`config.mk`:
```
export PLATFORM = sky130hd
export DESIGN_NAME = ps2_hex_display_flat
export DESIGN_NICKNAME = d
export VERILOG_FILES = /design/src/rtl/ps2_pkg.sv /design/src/rtl/ps2_hex_display_if.sv /design/src/rtl/ps2_rx_frame.sv /design/src/rtl/ps2_hex_display.sv /design/src/flat_wrapper.sv
export SDC_FILE = /design/constraint.sdc
export NUM_CORES = 1
export LEC_CHECK = 0
export CAP_MARGIN = 20
export CORE_MARGIN = 10
export CORE_UTILIZATION = 55
export CTS_BUF_LIST = sky130_fd_sc_hd__clkbuf_16
export DETAILED_ROUTE_END_ITERATION = 8
export PLACE_DENSITY = 0.79
export SETUP_SLACK_MARGIN = 0.2
export SYNTH_ARGS = -nofsm -noshare
export SYNTH_HDL_FRONTEND = slang
export SYNTH_SLANG_ARGS = --single-unit
export TNS_END_PERCENT = 50
```
`constraint.sdc`:
```
create_clock -name CLOCK -period 2.35 [get_ports CLOCK]
set_input_delay 0.705 -clock CLOCK [delete_from_list [all_inputs] [get_ports CLOCK]]
set_output_delay 0.705 -clock CLOCK [all_outputs]
set_load 0.02 [all_outputs]
```
`src/rtl/ps2_pkg.sv`:
```
// Shared types and constants for the PS/2 hex display: receiver states,
// the PS/2 break (key release) prefix and the seven-segment encoding.
package ps2_pkg;

  typedef enum logic [1:0] {
    IDLE   = 2'd0,
    DATA   = 2'd1,
    PARITY = 2'd2,
    STOP   = 2'd3
  } state_t;

  localparam logic [7:0] BREAK_CODE = 8'hF0;

  // Segment bit0=a ... bit6=g, active-high
  localparam logic [6:0] SEG_TABLE [16] = '{
    7'h3F, 7'h06, 7'h5B, 7'h4F, 7'h66, 7'h6D, 7'h7D, 7'h07,
    7'h7F, 7'h6F, 7'h77, 7'h7C, 7'h39, 7'h5E, 7'h79, 7'h71
  };

  function automatic logic [6:0] hex_to_seg(input logic [3:0] nib);
    return SEG_TABLE[nib];
  endfunction

endpackage

```
`src/rtl/ps2_hex_display_if.sv`:
```
// PS/2 line inputs and display/status outputs of the hex display.
// master = keyboard/host side, slave = display controller.
interface ps2_hex_display_if #(
  parameter int NUM_BYTES = 2
);
  logic                     SDA;
  logic                     SCL;
  logic [14*NUM_BYTES-1:0]  LED_SEG;
  logic                     DATA_VALID;
  logic [7:0]               RX_DATA;
  logic                     FRAME_ERR;

  modport master (output SDA, SCL, input LED_SEG, DATA_VALID, RX_DATA, FRAME_ERR);
  modport slave  (input SDA, SCL, output LED_SEG, DATA_VALID, RX_DATA, FRAME_ERR);
endinterface

```
`src/rtl/ps2_rx_frame.sv`:
```
// PS/2 frame receiver: synchronises SDA/SCL, detects SCL falling edges,
// walks start/data/parity/stop and aborts a stalled frame after a timeout.
// rx_valid/rx_err are single-cycle strobes on the cycle the STOP edge (or
// timeout) is seen; rx_byte is valid alongside rx_valid.
module ps2_rx_frame
  import ps2_pkg::*;
#(
  parameter int SYNC_STAGES    = 2,
  parameter int TIMEOUT_CYCLES = 5000
) (
  input  logic       clk,
  input  logic       rst,
  input  logic       sda,
  input  logic       scl,
  output logic [7:0] rx_byte,
  output logic       rx_valid,
  output logic       rx_err
);

  localparam int TW = $clog2(TIMEOUT_CYCLES);
  localparam logic [TW-1:0] T_LAST = TW'(TIMEOUT_CYCLES - 1);

  logic [SYNC_STAGES-1:0] sda_sync, scl_sync;
  logic                   scl_prev;
  logic                   sda_s, scl_s, fall;

  state_t        state, state_nxt;
  logic [2:0]    bit_cnt, bit_cnt_nxt;
  logic [7:0]    shreg, shreg_nxt;
  logic          par, par_nxt;
  logic [TW-1:0] tcnt, tcnt_nxt;

  // Synchronisers reset high so an idle bus never looks like a falling edge
  always_ff @(posedge clk or posedge rst) begin
    if (rst) begin
      sda_sync <= '1;
      scl_sync <= '1;
      scl_prev <= 1'b1;
    end else begin
      sda_sync <= {sda_sync[SYNC_STAGES-2:0], sda};
      scl_sync <= {scl_sync[SYNC_STAGES-2:0], scl};
      scl_prev <= scl_s;
    end
  end

  assign sda_s   = sda_sync[SYNC_STAGES-1];
  assign scl_s   = scl_sync[SYNC_STAGES-1];
  assign fall    = scl_prev & ~scl_s;
  assign rx_byte = shreg;

  // Frame state register
  always_ff @(posedge clk or posedge rst) begin
    if (rst) begin
      state   <= IDLE;
      bit_cnt <= '0;
      shreg   <= '0;
      par     <= 1'b0;
      tcnt    <= '0;
    end else begin
      state   <= state_nxt;
      bit_cnt <= bit_cnt_nxt;
      shreg   <= shreg_nxt;
      par     <= par_nxt;
      tcnt    <= tcnt_nxt;
    end
  end

  // Next-state, shifting, frame checks and stall timeout
  always_comb begin
    state_nxt   = state;
    bit_cnt_nxt = bit_cnt;
    shreg_nxt   = shreg;
    par_nxt     = par;
    tcnt_nxt    = '0;
    rx_valid    = 1'b0;
    rx_err      = 1'b0;

    if (state != IDLE && !fall) tcnt_nxt = tcnt + 1'b1;

    case (state)
      IDLE: if (fall && !sda_s) begin
        state_nxt   = DATA;
        bit_cnt_nxt = '0;
      end
      DATA: if (fall) begin
        shreg_nxt   = {sda_s, shreg[7:1]};
        bit_cnt_nxt = bit_cnt + 1'b1;
        if (bit_cnt == 3'd7) state_nxt = PARITY;
      end
      PARITY: if (fall) begin
        par_nxt   = sda_s;
        state_nxt = STOP;
      end
      STOP: if (fall) begin
        state_nxt = IDLE;
        if (sda_s && (^{shreg, par})) rx_valid = 1'b1;
        else                          rx_err   = 1'b1;
      end
      default: state_nxt = IDLE;
    endcase

    // A real edge wins over an expiring timer on the same cycle
    if (state != IDLE && !fall && tcnt == T_LAST) begin
      state_nxt = IDLE;
      tcnt_nxt  = '0;
      rx_err    = 1'b1;
    end
  end

endmodule

```
`src/rtl/ps2_hex_display.sv`:
```
// PS/2 keyboard hex display: keeps the last NUM_BYTES good bytes and shows
// them on 2*NUM_BYTES seven-segment digits (byte 0 on digits 1:0).
// Optional build macro PS2_BREAK_FILTER_EN drops the 0xF0 release prefix
// and the key code that follows it.
module ps2_hex_display
  import ps2_pkg::*;
#(
  parameter int NUM_BYTES      = 2,
  parameter int SYNC_STAGES    = 2,
  parameter int TIMEOUT_CYCLES = 5000,
  parameter int RESET_DIGIT    = 5
) (
  input logic              CLOCK,
  input logic              RESET,
  ps2_hex_display_if.slave bus
);

  localparam logic [3:0] RST_NIB = RESET_DIGIT[3:0];

  logic [7:0] rx_byte;
  logic       rx_valid, rx_err, accept;
  logic [7:0] hist [NUM_BYTES];
  logic [7:0] rx_data_q;
  logic       data_valid_q, frame_err_q;

  ps2_rx_frame #(
    .SYNC_STAGES   (SYNC_STAGES),
    .TIMEOUT_CYCLES(TIMEOUT_CYCLES)
  ) u_rx (
    .clk     (CLOCK),
    .rst     (RESET),
    .sda     (bus.SDA),
    .scl     (bus.SCL),
    .rx_byte (rx_byte),
    .rx_valid(rx_valid),
    .rx_err  (rx_err)
  );

`ifdef PS2_BREAK_FILTER_EN
  logic brk_flag;

  // Release prefix arms the flag; the next good byte or any error disarms it
  always_ff @(posedge CLOCK or posedge RESET) begin
    if (RESET)         brk_flag <= 1'b0;
    else if (rx_err)   brk_flag <= 1'b0;
    else if (rx_valid) brk_flag <= !brk_flag && (rx_byte == BREAK_CODE);
  end

  assign accept = rx_valid && !brk_flag && (rx_byte != BREAK_CODE);
`else
  assign accept = rx_valid;
`endif

  // History shift register and registered status outputs
  always_ff @(posedge CLOCK or posedge RESET) begin
    if (RESET) begin
      for (int i = 0; i < NUM_BYTES; i++) hist[i] <= {RST_NIB, RST_NIB};
      rx_data_q    <= '0;
      data_valid_q <= 1'b0;
      frame_err_q  <= 1'b0;
    end else begin
      data_valid_q <= accept;
      frame_err_q  <= rx_err;
      if (accept) begin
        for (int i = NUM_BYTES - 1; i > 0; i--) hist[i] <= hist[i-1];
        hist[0]   <= rx_byte;
        rx_data_q <= rx_byte;
      end
    end
  end

  assign bus.RX_DATA    = rx_data_q;
  assign bus.DATA_VALID = data_valid_q;
  assign bus.FRAME_ERR  = frame_err_q;

  for (genvar k = 0; k < 2*NUM_BYTES; k++) begin : g_digit
    assign bus.LED_SEG[7*k +: 7] = hex_to_seg(hist[k/2][4*(k%2) +: 4]);
  end

endmodule
```
`src/flat_wrapper.sv`:
```
// flat-port wrapper written by rule: the top's interface ports become plain ports
module ps2_hex_display_flat import ps2_pkg::*;
#(
  parameter int NUM_BYTES      = 2,
  parameter int SYNC_STAGES    = 2,
  parameter int TIMEOUT_CYCLES = 5000,
  parameter int RESET_DIGIT    = 5
)
  (CLOCK, RESET, bus_SDA, bus_SCL, bus_LED_SEG, bus_DATA_VALID, bus_RX_DATA, bus_FRAME_ERR);
  ps2_hex_display_if #(.NUM_BYTES(NUM_BYTES)) bus_i ();
  input logic CLOCK;
  input logic RESET;
  input wire logic [$bits(bus_i.SDA)-1:0] bus_SDA;
  input wire logic [$bits(bus_i.SCL)-1:0] bus_SCL;
  output wire logic [$bits(bus_i.LED_SEG)-1:0] bus_LED_SEG;
  output wire logic [$bits(bus_i.DATA_VALID)-1:0] bus_DATA_VALID;
  output wire logic [$bits(bus_i.RX_DATA)-1:0] bus_RX_DATA;
  output wire logic [$bits(bus_i.FRAME_ERR)-1:0] bus_FRAME_ERR;
  assign bus_i.SDA = bus_SDA;
  assign bus_i.SCL = bus_SCL;
  assign bus_LED_SEG = bus_i.LED_SEG;
  assign bus_DATA_VALID = bus_i.DATA_VALID;
  assign bus_RX_DATA = bus_i.RX_DATA;
  assign bus_FRAME_ERR = bus_i.FRAME_ERR;
  ps2_hex_display #(.NUM_BYTES(NUM_BYTES), .SYNC_STAGES(SYNC_STAGES), .TIMEOUT_CYCLES(TIMEOUT_CYCLES), .RESET_DIGIT(RESET_DIGIT)) u_core (.CLOCK(CLOCK), .RESET(RESET), .bus(bus_i));
endmodule
```
[Word level (Yosys, flattened, before mapping)]
Memories as Yosys holds them, arrays and structs flattened.
Cells that the tools add are included.
Word-level totals
  memories: 4
  memory bits (read-only): 448
  register bits: 58
  logic and storage cells: 82
  input port bits: 4
  output and inout bits: 38
Operators by class
  bitwise gates (word level): 6
  add/sub/neg operators: 2
  reductions and logical operators: 14
  equal/unequal tests: 12
  multiplexer cells: 27
  order comparisons: 4
Memory list
  (no name shown): depth 16, bits a word 7, read ports 1, clocked after Yosys merged registers in 0, wr ports 0, line ps2_pkg.sv:21  | return SEG_TABLE[nib];
  (no name shown): depth 16, bits a word 7, read ports 1, clocked after Yosys merged registers in 0, wr ports 0, line ps2_pkg.sv:21
  (no name shown): depth 16, bits a word 7, read ports 1, clocked after Yosys merged registers in 0, wr ports 0, line ps2_pkg.sv:21
  (no name shown): depth 16, bits a word 7, read ports 1, clocked after Yosys merged registers in 0, wr ports 0, line ps2_pkg.sv:21
Operator list (count)
  7-bit two-way mux: 8
  13-bit two-way mux: 2
  5-bit greater-or-equal comparator, second input constant: 4
  4-bit NOT with 5-bit output: 4
  3-bit != test, second input constant: 5
  13-bit by 1-bit adder with 13-bit output, second input constant: 1
  13-bit equality test, second input constant: 1
  2-bit two-way mux: 6
  9-bit parity: 1
  2-bit one-hot mux with 4 select lines: 1
  1-bit two-way mux: 7
  3-bit two-way mux: 2
  3-bit one-hot mux with 2 select lines: 1
  5-bit AND reduction: 1
  2-bit equality test, second input constant: 2
  1-bit logical AND: 4
  2-bit != test, second input constant: 2
  2-bit AND reduction: 2
  2-bit nonzero test: 2
  3-bit by 1-bit adder with 3-bit output, second input constant: 1
  3-bit equality test, second input constant: 1
  3-bit AND reduction: 1
  2-bit by 1-bit equality test with 1-bit output, second input constant: 1
  1-bit logical NOT: 2
  3 further kinds: 3

[Longest topological paths before layout]
Gate-level depths: netlist of run 1.
  depth after elaboration: 7
  mapped depth: 7
  gate-level depth less buffers: 7

[Hierarchy]
From an unflattened synthesis of run 1, not the netlist that was laid out.
Unflattened totals
  cells, all modules: 330
  area, all modules: 3434.5 µm²
By module, submodules not included
  ps2_hex_display: area each 1919.3 µm², cells each 199, times used 1
  ps2_rx_frame: area each 1515.2 µm², cells each 131, times used 1

[Least setup slack after synthesis of run 1]
No wires, ideal clock.
  kind: register -> output
  from: reg u_core.hist[4] (netlist name)
  to: out bus_LED_SEG[24]
  stages on the path, launching flop included: 6
  buffers on the path: 0
  arrival: 1520 ps
  setup slack: 125 ps
  path through: dfstp_2 > inv_1 > ha_1 > inv_1 > mux4_2 > inv_1
Between the ends
  cells in the longest elaborated chain, start to end: 4
Ends and longest elaborated chain
  start: declaration: line ps2_hex_display.sv:22  | logic [7:0] hist [NUM_BYTES];
  4-bit NOT with 5-bit output (implied by the code): line ps2_pkg.sv:21
  memory read 16 x 7 bit
  7-bit two-way mux (implied by the code) (2 in series): line ps2_pkg.sv:21
  end: declaration: line flat_wrapper.sv:15  | output wire logic [$bits(bus_i.LED_SEG)-1:0] bus_LED_SEG;
Every way passes these cells. The select of a mux whose other input is x is not followed.

[Worst setup path after layout of run 1]
  from: reg u_core.hist[0] (netlist name)
  to: out bus_LED_SEG[17]
Same word-level chain as after synthesis.

==> summary.md, run 1 <==
| Metric | Value |
|---|---|
| Outcome | `finished, violations left` |
| Violated checks | `setup timing` |
| Vias in the first global route | `2744` |
| R2R setup slack | `0.26 ns` |
| Max_cap viols | `0` |
| Nets | `457` |
| Core Region | `0.00599 mm^2` |
| Worst slew pin tran | `0.461 ns` |
| Clock root buffer | `clkbuf_16` |
| Post-route clock period utilization | `1.09` |
| Layout cell share with drive strength beyond 1 | `0.539` |
| GRT overflow | `0` |
| Antenna violations before repair | `0` |
| Final antenna-violating net count | `0` |
| Number of setup violations in the final report | `20` |
| Ant. Diodes | `0` |
| Max-slew headroom | `0.692` |
| NetSw | `1570 uW` |
| Non-filler cells, final | `494` |
| VDD IR max | `0.000706 V` |
| Crit start category | `flop` |
| Fmax | `390 MHz` |
| Mapped Area | `0.00344 mm^2` |
| R2r endpoint | `u_core.bus.RX_DATA[3]$_DFFE_PP0P_` |
| Sequential fraction of the synthesis area | `0.398` |
| Worst Path Class, Setup | `flop to primary output` |
| Row cnt | `28` |
| CP Capture Type | `primary output` |
| Worst r2r src | `u_core.u_rx.rx_byte[7]$_DFFE_PP0P_` |
| DP Area | `0.00428 mm^2` |
| # IOs | `42` |
| Port buffer count | `41` |
| CTS tree | `yes` |
| RePlAce Congestion | `0.805` |
| Pwr Density | `862 mW/mm^2` |
| Die height | `99.1 um` |
| Hold_sp | `u_core.u_rx.sda_sync[0]$_DFF_PP1_` |
| Top cells by area, synth | `dfrtp_1, ha_1, dfstp_2, mux2_4, inv_1` |
| Post-synthesis net count | `369` |
| Final core utilization | `0.841` |
| Final instance area | `0.00504 mm^2` |
| Critical-path maximum fanout | `3` |
| Die span in x | `99.1 um` |
| Hold Path Sink | `u_core.u_rx.sda_sync[1]$_DFF_PP1_` |
| First-pass GRT wire length | `13.0 mm` |
| Avg WL per Cell | `18.0 um` |
| Clock tree sinks | `54` |
| Via count | `2722` |
| Gate power share | `0.476` |
| Total Wirelength | `8.89 mm` |
| Iter 0 DRT Violations | `103` |
| Hold Path Depth | `0` |
| Drt via density | `5.51` |
| Clock skew | `0.00967 ns` |
| Area delta synth->final | `46.6%` |
| Syn Inst Count | `330` |
| Lkg Pwr | `0.00238 uW` |
| Most frequent cells in the layout | `buf_4, dfrtp_1, buf_6` |
| Placed Cells | `477` |
| H-tree depth | `2` |
| Fin. max-slew vios | `0` |
| Flops & latches, synth | `54` |
| DRC Markers | `0` |
| Area of the die | `0.00981 mm^2` |
| Warnings, synthesis | `0` |
| Reg power frac | `0.311` |
| Total Power | `4340 uW` |
| Sw Ratio | `0.362` |
| RSZ-0062 raised after global routing | `yes` |
| Total GRT Usage | `0.155` |
| Worst R2R Path Depth | `6` |
| Commonest non-fill, non-tap cell in the layout | `buf_4` |
| P_int | `2770 uW` |
| Clock power frac | `0.213` |
| Mean Syn Cell Area | `10.4 um^2` |
| Hold/Removal Path Class | `flop to flop` |
| Post-DP HPWL | `5.42 mm` |
| WP data required | `1.64 ns` |
| Max clock buf depth | `2` |
| Post-layout min period | `2.56 ns` |
| Final setup margin | `-0.211 ns` |
| Yosys cell types | `41` |
| Worst-Skew Late Latency | `0.29 ns` |
| First-pass iteration count of the detailed router | `4` |
| Yosys top cell by area | `dfrtp_1` |
| Final hold vios | `0` |
| Yosys top cell area share | `0.299` |
| Clock slew at reported path FFs | `0.07 ns` |
| Worst endpoint data arrival time | `1.86 ns` |
| Starting Density | `0.574` |
| Pin count of the biggest net entering global routing | `55` |
| Number of CTS-inserted buffers | `5` |
## synthesized netlist by cell type
master,instances
or4b_2,1
nand4_1,2
clkbuf_1,9
a22oi_1,6
mux2_4,15
ha_1,35
or4bb_1,1
nand2_1,24
a21oi_1,18
inv_1,31
a31o_2,1
mux2i_1,4
and4_1,1
buf_4,4
nor2_1,24
dfstp_2,13
nor3b_1,1
nor2b_1,9
nand4b_1,1
mux2_2,10
a32o_1,4
xnor2_2,1
buf_6,2
buf_2,1
nand2b_1,6
xnor3_1,1
dfrtp_1,41
o32a_1,4
xor2_1,5
nor3_1,6
or3_1,2
o21a_1,3
and3_1,3
o21bai_1,1
nand3_1,2
mux4_2,4
or2_2,1
nand4_2,1
and2_1,2
xnor2_1,9
o21ai_0,21
## power by group through the flow
stage | sequential, uW | combinational (uW) | clock, uW
after floorplan | 1290 | 1160 | 0
after global placement | 1310 | 1690 | 0
after detailed placement | 1320 | 1770 | 0
after CTS | 1320 | 1850 | 947
after global routing | 1380 | 2210 | 988
final | 1350 | 2070 | 925
## worst max path at each step
stage                       to                   startpoint  depth (start not counted)  slack [ns]
2_1_floorplan  bus_LED_SEG[24]   u_core.hist[4]$_DFFE_PP1P_                          5        0.20
3_3_place_gp   bus_LED_SEG[10]  u_core.hist[12]$_DFFE_PP1P_                          6       -0.31
3_5_place_dp   bus_LED_SEG[17]   u_core.hist[0]$_DFFE_PP1P_                          6       -0.33
4_1_cts        bus_LED_SEG[24]   u_core.hist[4]$_DFFE_PP1P_                          6       -0.17
5_1_grt        bus_LED_SEG[10]  u_core.hist[12]$_DFFE_PP1P_                          6       -0.26
6_report       bus_LED_SEG[17]   u_core.hist[0]$_DFFE_PP1P_                          6       -0.21
## metal layers
| layer | part of all wire | up-vias | GRT usage |
|---|---|---|---|
| li1 | - | 1307 | - |
| met1 | 0.41 | 1354 | 0.176 |
| met2 | 0.55 | 49 | 0.282 |
| met3 | 0.032 | 12 | 0.0398 |
| met4 | 0.0081 | 0 | 0.0375 |
| met5 | 0 | - | 0 |
## sequential cells by signal (all words and copies together), names as in the netlist
name and cells:
u_core.u_rx.sda_sync 2, u_core.u_rx.tcnt 13, u_core.u_rx.bit_cnt 3, u_core.hist 13
u_core.u_rx.par 1, u_core.u_rx.scl_prev 1, u_core.bus.FRAME_ERR 1, u_core.u_rx.scl_sync 2
u_core.u_rx.state 2, u_core.u_rx.rx_byte 8, u_core.bus.RX_DATA 7, u_core.bus.DATA_VALID 1
## logic make-up (layout without fill, tap and decap cells)
family	after synthesis	in the layout	share of synthesized area
adders and majority gates	35	35	0.127
DFF	54	54	0.398
and+or+nand+nor	87	87	0.127
xor gates and xnor gates	16	16	0.0470
AOI/OAI and AO/OA	58	58	0.104
muxes	33	33	0.136
buffers and inverters	47	136	0.0604
## area by class of cell
class | count | area [um^2]
tap | 75 | 93.8
clock inverter | 3 | 63.8
multi-input combinational | 229 | 2320
inverter | 31 | 134
timing repair buffer | 97 | 926
clock buffer | 5 | 125
fill | 306 | 953
sequential | 54 | 1370
## through the flow
step / TNS (ns) / setup WS (ns) / hold slack [ns]
3_5_place_dp: -4.89 / -0.329 / 0.349
3_3_place_gp: -4.19 / -0.312 / 0.347
5_1_grt: -3.25 / -0.260 / 0.365
2_1_floorplan: 0 / 0.197 / 0.345
6_report: -2.08 / -0.211 / 0.357
4_1_cts: -1.83 / -0.170 / 0.359
## critical path: stages (launching register included)
cell     delay (ns)
dfstp_2        0.57
inv_4          0.06
ha_4           0.26
inv_2          0.04
mux4_2         0.47
inv_2          0.07
buf_6          0.11
## timing repair
item / in CTS / in global routing
hold buffers: 0 / 0
pin swaps: 13 / 34
endpoints found under the setup margin: 45 / 59
resized for setup: 194 / 103
cloned: 0 / 0
setup buffers: 5 / 4
endpoints found under the hold margin: 0 / 0
Note: power is estimated with default switching activity, not from simulation.
==> run 2: changes to the inputs <==
- CTS_CLUSTER_DIAMETER: unset -> 80
- SYNTH_HIERARCHICAL: unset -> 1
- TNS_END_PERCENT: 50 -> unset
==> summary.md, run 2 <==
| Metric | Value |
|---|---|
| Outcome | `finished, violations left` |
| Violated checks | `setup timing` |
| R2R setup slack | `0.23 ns` |
| Vias in the first global route | `2883` |
| CP Capture Type | `primary output` |
| Post-synth EDFFs | `0` |
| Final antenna-violating net count | `0` |
| First-pass iteration count of the detailed router | `5` |
| Via count | `2942` |
| Die height | `99.0 um` |
| Yosys top cell by area | `dfrtp_1` |
| Hold Path Depth | `0` |
| Placed Cells | `469` |
| Worst endpoint data arrival time | `1.88 ns` |
| WP data required | `1.64 ns` |
| Post-layout min period | `2.58 ns` |
| GRT overflow | `0` |
| Ant. Diodes | `0` |
| Number of filler cells placed in the layout | `229` |
| CP max stage delay | `0.62 ns` |
| Post-Place Setup Slack | `-0.278 ns` |
| Max_cap viols | `0` |
| Crit start category | `flop` |
| Clock tree sinks | `54` |
| Share of flip-flops with an asynchronous set or reset | `1.00` |
| Critical-path maximum fanout | `4` |
| Post-route clock period utilization | `1.10` |
| Clock slew at reported path FFs | `0.07 ns` |
| Fmax | `387 MHz` |
| Mean Syn Cell Area | `10.4 um^2` |
| H-tree depth | `2` |
| Largest register FFs | `16` |
| Port buffer count | `41` |
| Row cnt | `28` |
| Clock root buffer | `clkbuf_16` |
| Reg with most FFs | `u_core/hist` |
| FF+latch area | `0.00137 mm^2` |
| Crit-path slowest cell | `dfstp_2` |
| Area delta synth->final | `50.7%` |
| Worst R2R Path Depth | `8` |
| Antenna violations before repair | `0` |
| Flops & latches, synth | `54` |
| Post-synthesis net count | `369` |
| DRC Markers | `0` |
| Worst Path Class, Setup | `flop to primary output` |
| Total Wirelength | `10.9 mm` |
| Lkg Pwr | `0.00219 uW` |
| Fin. max-slew vios | `0` |
| Yosys cell types | `47` |
| Hold/Removal Path Class | `flop to flop` |
| Hold_sp | `u_core/u_rx/sda_sync[0]$_DFF_PP1_` |
| RSZ-0062 raised after global routing | `yes` |
| Multi-input logic area | `0.00240 mm^2` |
| Worst slew pin tran | `0.468 ns` |
| Top-count cell post-synth | `dfrtp_1` |
| Worst r2r src | `u_core/u_rx/rx_byte[6]$_DFFE_PP0P_` |
| Area of the die | `0.00980 mm^2` |
| Crit-path most repeated cell | `buf_6` |
| Final setup margin | `-0.231 ns` |
| Mapped Area | `0.00343 mm^2` |
| Top cells by area, synth | `dfrtp_1, ha_1, dfstp_2, mux2_2, inv_1` |
| Syn Inst Count | `330` |
| Number of setup violations in the final report | `19` |
| R2r endpoint | `u_core/hist[10]$_DFFE_PP1P_` |
| Max-slew headroom | `0.684` |
| Max clock buf depth | `2` |
| Pwr Density | `799 mW/mm^2` |
| Final hold vios | `0` |
| RePlAce Congestion | `0.862` |
| Total Power | `4140 uW` |
| Post-synth top flop | `dfrtp_1` |
| Hold Path Sink | `u_core/u_rx/sda_sync[1]$_DFF_PP1_` |
| Sequential fraction of the synthesis area | `0.398` |
| Die span in x | `99.0 um` |
| VDD IR max | `0.000770 V` |
| Iter 0 DRT Violations | `164` |
| Drt via density | `5.87` |
| Worst-Skew Late Latency | `0.29 ns` |
| First-pass GRT wire length | `14.5 mm` |
| Most frequent cells after synthesis | `dfrtp_1, ha_1, inv_1, mux2_2, nand2_1` |
| Most frequent cells in the layout | `buf_6, buf_4, dfrtp_1` |
| Total GRT Usage | `0.178` |
| Number of CTS-inserted buffers | `5` |
| # IOs | `42` |
| Yosys top cell area share | `0.299` |
| Clock skew | `0.00775 ns` |
| Cell Chain, Critical Path | `buf_6 > ha_4 > inv_2 > mux4_2 > buf_6` |
| Avg WL per Cell | `21.7 um` |
| Nets | `464` |
| Post-DP HPWL | `5.29 mm` |
| Setup TNS | `-2.05 ns` |
| Layout cell share with drive strength beyond 1 | `0.509` |
| Starting Density | `0.573` |
| CTS tree | `yes` |
| Pin count of the biggest net entering global routing | `33` |
| Post-CTS Hold Buffers | `0` |
| Non-filler cells, final | `501` |
| Warnings, synthesis | `6` |
| Core Region | `0.00599 mm^2` |
run 2: changes by cell type in the layout (fill, tap and decap cells not counted), moves of 6 or more:
cell / previous run / this run
a21oi_1: 9 / 2
buf_6: 37 / 44
ha_1: 15 / 8
ha_4: 19 / 26
inv_1: 11 / 22
inv_2: 13 / 7
mux2_2: 10 / 18
mux2_4: 15 / 9
nand2_1: 17 / 24
nand2_4: 6 / 0
nor2_1: 24 / 17
o21ai_0: 6 / 19
o21ai_2: 11 / 0
run 2: cell type report:
type                            instances  area share
Clock inverter                          3     0.00242
Multi-Input combinational cell        226       0.464
Tap cell                               75      0.0181
Sequential cell                        54       0.265
Clock buffer                            5      0.0242
Timing Repair Buffer                  106       0.201
Inverter                               32      0.0251
run 2: where the power goes:
group          switching [uW]  leakage [uW]  internal [uW]
combinational            1050       0.00143           1050
sequential                220      0.000684           1120
clock                     314     0.0000724            386
total                    1580       0.00219           2550
run 2: logic make-up after synthesis:
family	Yosys count	synth area share
simple gates	84	0.120
buf+inv	50	0.0692
compound gates	50	0.0936
xor+xnor	18	0.0521
fa+ha+maj	35	0.128
mux	39	0.139
flops	54	0.398
run 2: worst max path at each step:
stage	from	end	cells past startpoint
5_1_grt	u_core/hist[8]$_DFFE_PP1P_	bus_LED_SEG[3]	5
4_1_cts	u_core/hist[4]$_DFFE_PP1P_	bus_LED_SEG[25]	6
3_5_place_dp	u_core/hist[12]$_DFFE_PP1P_	bus_LED_SEG[10]	4
2_1_floorplan	u_core/hist[0]$_DFFE_PP1P_	bus_LED_SEG[20]	4
3_3_place_gp	u_core/hist[4]$_DFFE_PP1P_	bus_LED_SEG[24]	4
6_report	u_core/hist[8]$_DFFE_PP1P_	bus_LED_SEG[3]	5
run 2: what timing repair did:
item / CTS / global route
resized for setup: 253 / 51
buffers inserted: 16 / 7
cloned: 0 / 1
pin swaps: 28 / 23
setup endpoints to repair: 32 / 33
run 2: worst max-delay path: cells and delay by family, from the launching register on:
| family | cells | cell delay (ns) |
|---|---|---|
| fa+ha+maj | 1 | 0.14 |
| buf+inv | 3 | 0.34 |
| flops | 1 | 0.62 |
| mux | 1 | 0.49 |
run 2: routing by layer:
metal | wire length, um | part of all wire | GRT usage | vias up
met5 | 0 | 0 | 0 | -
met4 | 372 | 0.034 | 0.0562 | 0
met3 | 558 | 0.051 | 0.0300 | 32
met2 | 5540 | 0.51 | 0.329 | 121
met1 | 4380 | 0.40 | 0.201 | 1470
li1 | - | - | - | 1319
run 2: stage by stage:
step / cell area (um^2) / util / hold WS, ns
5_1_grt: 5180 / 0.864 / 0.362
3_5_place_dp: 4170 / 0.696 / 0.347
3_3_place_gp: 4170 / 0.696 / 0.346
2_1_floorplan: 3460 / - / 0.345
6_report: 5180 / 0.864 / 0.355
4_1_cts: 4850 / 0.809 / 0.356
==> run 3: changes to the inputs <==
--- a/config.mk
+++ b/config.mk
@@ -12,6 +12,7 @@
 export CTS_CLUSTER_DIAMETER = 80
 export DETAILED_ROUTE_END_ITERATION = 8
+export GPL_TIMING_DRIVEN = 1
 export PLACE_DENSITY = 0.79
-export SETUP_SLACK_MARGIN = 0.2
+export SETUP_SLACK_MARGIN = 0.02
 export SYNTH_ARGS = -nofsm -noshare
 export SYNTH_HDL_FRONTEND = slang
==> constraint.sdc (replaced) <==
create_clock -name CLOCK -period 2.35 [get_ports CLOCK]
set_input_delay 0.705 -clock CLOCK [delete_from_list [all_inputs] [get_ports CLOCK]]
set_output_delay 0.705 -clock CLOCK [all_outputs]
set_load 0.1 [all_outputs]
==> summary.md, run 3 (synthesis results as in run 2) <==
| Metric | Value |
|---|---|
| Outcome | `finished, violations left` |
| Violated checks | `setup timing` |
| Clock tree sinks | `54` |
| Port buffer count | `41` |
| Max-slew headroom | `0.671` |
| Final hold vios | `0` |
| Reg with most FFs | `u_core/hist` |
| DRC Markers | `0` |
| Via count | `2831` |
| Pin count of the biggest net entering global routing | `33` |
| CTS tree | `yes` |
| Worst r2r src | `u_core/u_rx/rx_byte[1]$_DFFE_PP0P_` |
| Cell Chain, Critical Path | `inv_4 > ha_4 > mux4_2 > buf_12` |
| CP max stage delay | `0.63 ns` |
| Drt via density | `5.81` |
| Fmax | `381 MHz` |
| Clock root buffer | `clkbuf_16` |
| Number of filler cells placed in the layout | `195` |
| Core Region | `0.00599 mm^2` |
| RSZ-0062 raised after global routing | `yes` |
| Ant. Diodes | `0` |
| Pwr Density | `1020 mW/mm^2` |
| Hold/Removal Path Class | `flop to flop` |
| Clock skew | `0.00685 ns` |
| Setup TNS | `-3.67 ns` |
| First-pass iteration count of the detailed router | `4` |
| Vias in the first global route | `2950` |
| GRT overflow | `0` |
| FF+latch area | `0.00137 mm^2` |
| Worst R2R Path Depth | `7` |
| Post-DP HPWL | `5.40 mm` |
| Post-route clock period utilization | `1.12` |
| Die height | `99.0 um` |
| Commonest non-fill, non-tap cell in the layout | `buf_4` |
| Most frequent cells in the layout | `buf_4, dfrtp_1, buf_12` |
| Hold Path Depth | `0` |
| Total Power | `5530 uW` |
| Worst Path Class, Setup | `flop to primary output` |
| Area delta synth->final | `57.2%` |
| # IOs | `42` |
| Avg WL per Cell | `22.0 um` |
| Fin. max-slew vios | `0` |
| R2r endpoint | `u_core/hist[15]$_DFFE_PP0P_` |
| Row cnt | `28` |
| Final antenna-violating net count | `0` |
| Max_cap viols | `0` |
| Multi-input logic area | `0.00246 mm^2` |
| Worst-Skew Late Latency | `0.29 ns` |
| Max clock buf depth | `2` |
| Worst slew pin tran | `0.489 ns` |
| Post-layout min period | `2.62 ns` |
| Clock slew at reported path FFs | `0.07 ns` |
| Critical-path maximum fanout | `4` |
| First-pass GRT wire length | `14.9 mm` |
| Number of setup violations in the final report | `27` |
| Starting Density | `0.573` |
| DP Area | `0.00450 mm^2` |
| Final setup margin | `-0.273 ns` |
| Nets | `450` |
| CP startpoint | `u_core/hist[4]$_DFFE_PP1P_` |
| Total GRT Usage | `0.182` |
| Largest register FFs | `16` |
| Crit start category | `flop` |
| Final instance area | `0.00540 mm^2` |
| Total Wirelength | `10.7 mm` |
| Crit-path slowest cell | `dfstp_2` |
| RePlAce Congestion | `0.822` |
| Die span in x | `99.0 um` |
| Layout cell share with drive strength beyond 1 | `0.529` |
| WP data required | `1.64 ns` |
| Worst endpoint data arrival time | `1.92 ns` |
| CP Capture Type | `primary output` |
| Number of CTS-inserted buffers | `5` |
| Lkg Pwr | `0.00227 uW` |
| Area of the die | `0.00980 mm^2` |
| R2R setup slack | `0 ns` |
| Iter 0 DRT Violations | `292` |
| VDD IR max | `0.00137 V` |
| Hold WS | `0.356 ns` |
| Antenna violations before repair | `0` |
| CP endpoint | `bus_LED_SEG[24]` |
| H-tree depth | `2` |
-- run 3: cell count changes in the layout (fill, tap and decap cells not counted), moves of 5 or more --
cell             before  now
clkdlybuf4s50_1       9    3
buf_4                44   39
buf_12                3   33
buf_6                44   17
ha_4                 26   20
-- run 3: stage by stage --
step | cells | util | setup slack, ns
6_report | 487 | 0.901 | -0.273
5_1_grt | 487 | 0.901 | -0.299
4_1_cts | 479 | 0.861 | -0.215
3_5_place_dp | 446 | 0.752 | 0.0413
3_3_place_gp | 446 | 0.752 | 0.0961
2_1_floorplan | 330 | - | -0.274
-- run 3: power breakdown --
part	total (uW)	internal, uW	leakage (uW)	switching (uW)
combinational	3360	1340	0.00150	2020
sequential	1360	1120	0.000683	238
clock	807	495	0.0000826	311
-- run 3: worst min path at each step --
stage	start	end
after global routing	u_core/u_rx/sda_sync[0]$_DFF_PP1_	u_core/u_rx/sda_sync[1]$_DFF_PP1_
after floorplan	u_core/u_rx/scl_sync[0]$_DFF_PP1_	u_core/u_rx/scl_sync[1]$_DFF_PP1_
after detailed placement	u_core/u_rx/scl_sync[0]$_DFF_PP1_	u_core/u_rx/scl_sync[1]$_DFF_PP1_
after CTS	u_core/u_rx/scl_sync[0]$_DFF_PP1_	u_core/u_rx/scl_sync[1]$_DFF_PP1_
after global placement	u_core/u_rx/scl_sync[0]$_DFF_PP1_	u_core/u_rx/scl_sync[1]$_DFF_PP1_
final	u_core/u_rx/scl_sync[0]$_DFF_PP1_	u_core/u_rx/scl_sync[1]$_DFF_PP1_
-- run 3: area by class of cell --
class,instances,share of cell area
timing repair buffer,92,0.218
tap,75,0.0174
clock inverter,3,0.00695
multi-input combinational,226,0.455
sequential,54,0.255
inverter,32,0.0250
clock buffer,5,0.0232
-- run 3: layer usage --
layer | share of wire | GRT usage | up-vias
li1 | - | - | 1286
met1 | 0.39 | 0.203 | 1427
met2 | 0.53 | 0.340 | 90
met3 | 0.039 | 0.0300 | 28
met4 | 0.037 | 0.0551 | 0
met5 | 0 | 0 | -
-- run 3: repair_timing --
item,4_1_cts,5_1_grt
buffers inserted,25,9
hold buffers,0,0
endpoints found under the hold margin,0,0
resized for setup,67,36
pin swaps,18,14
endpoints found under the setup margin,27,28
-- run 3: worst max-delay path: cells and delay by family (launching register included) --
kind	cells	cell delay [ns]
flops	1	0.63
mux	1	0.51
buf+inv	2	0.26
fa+ha+maj	1	0.22
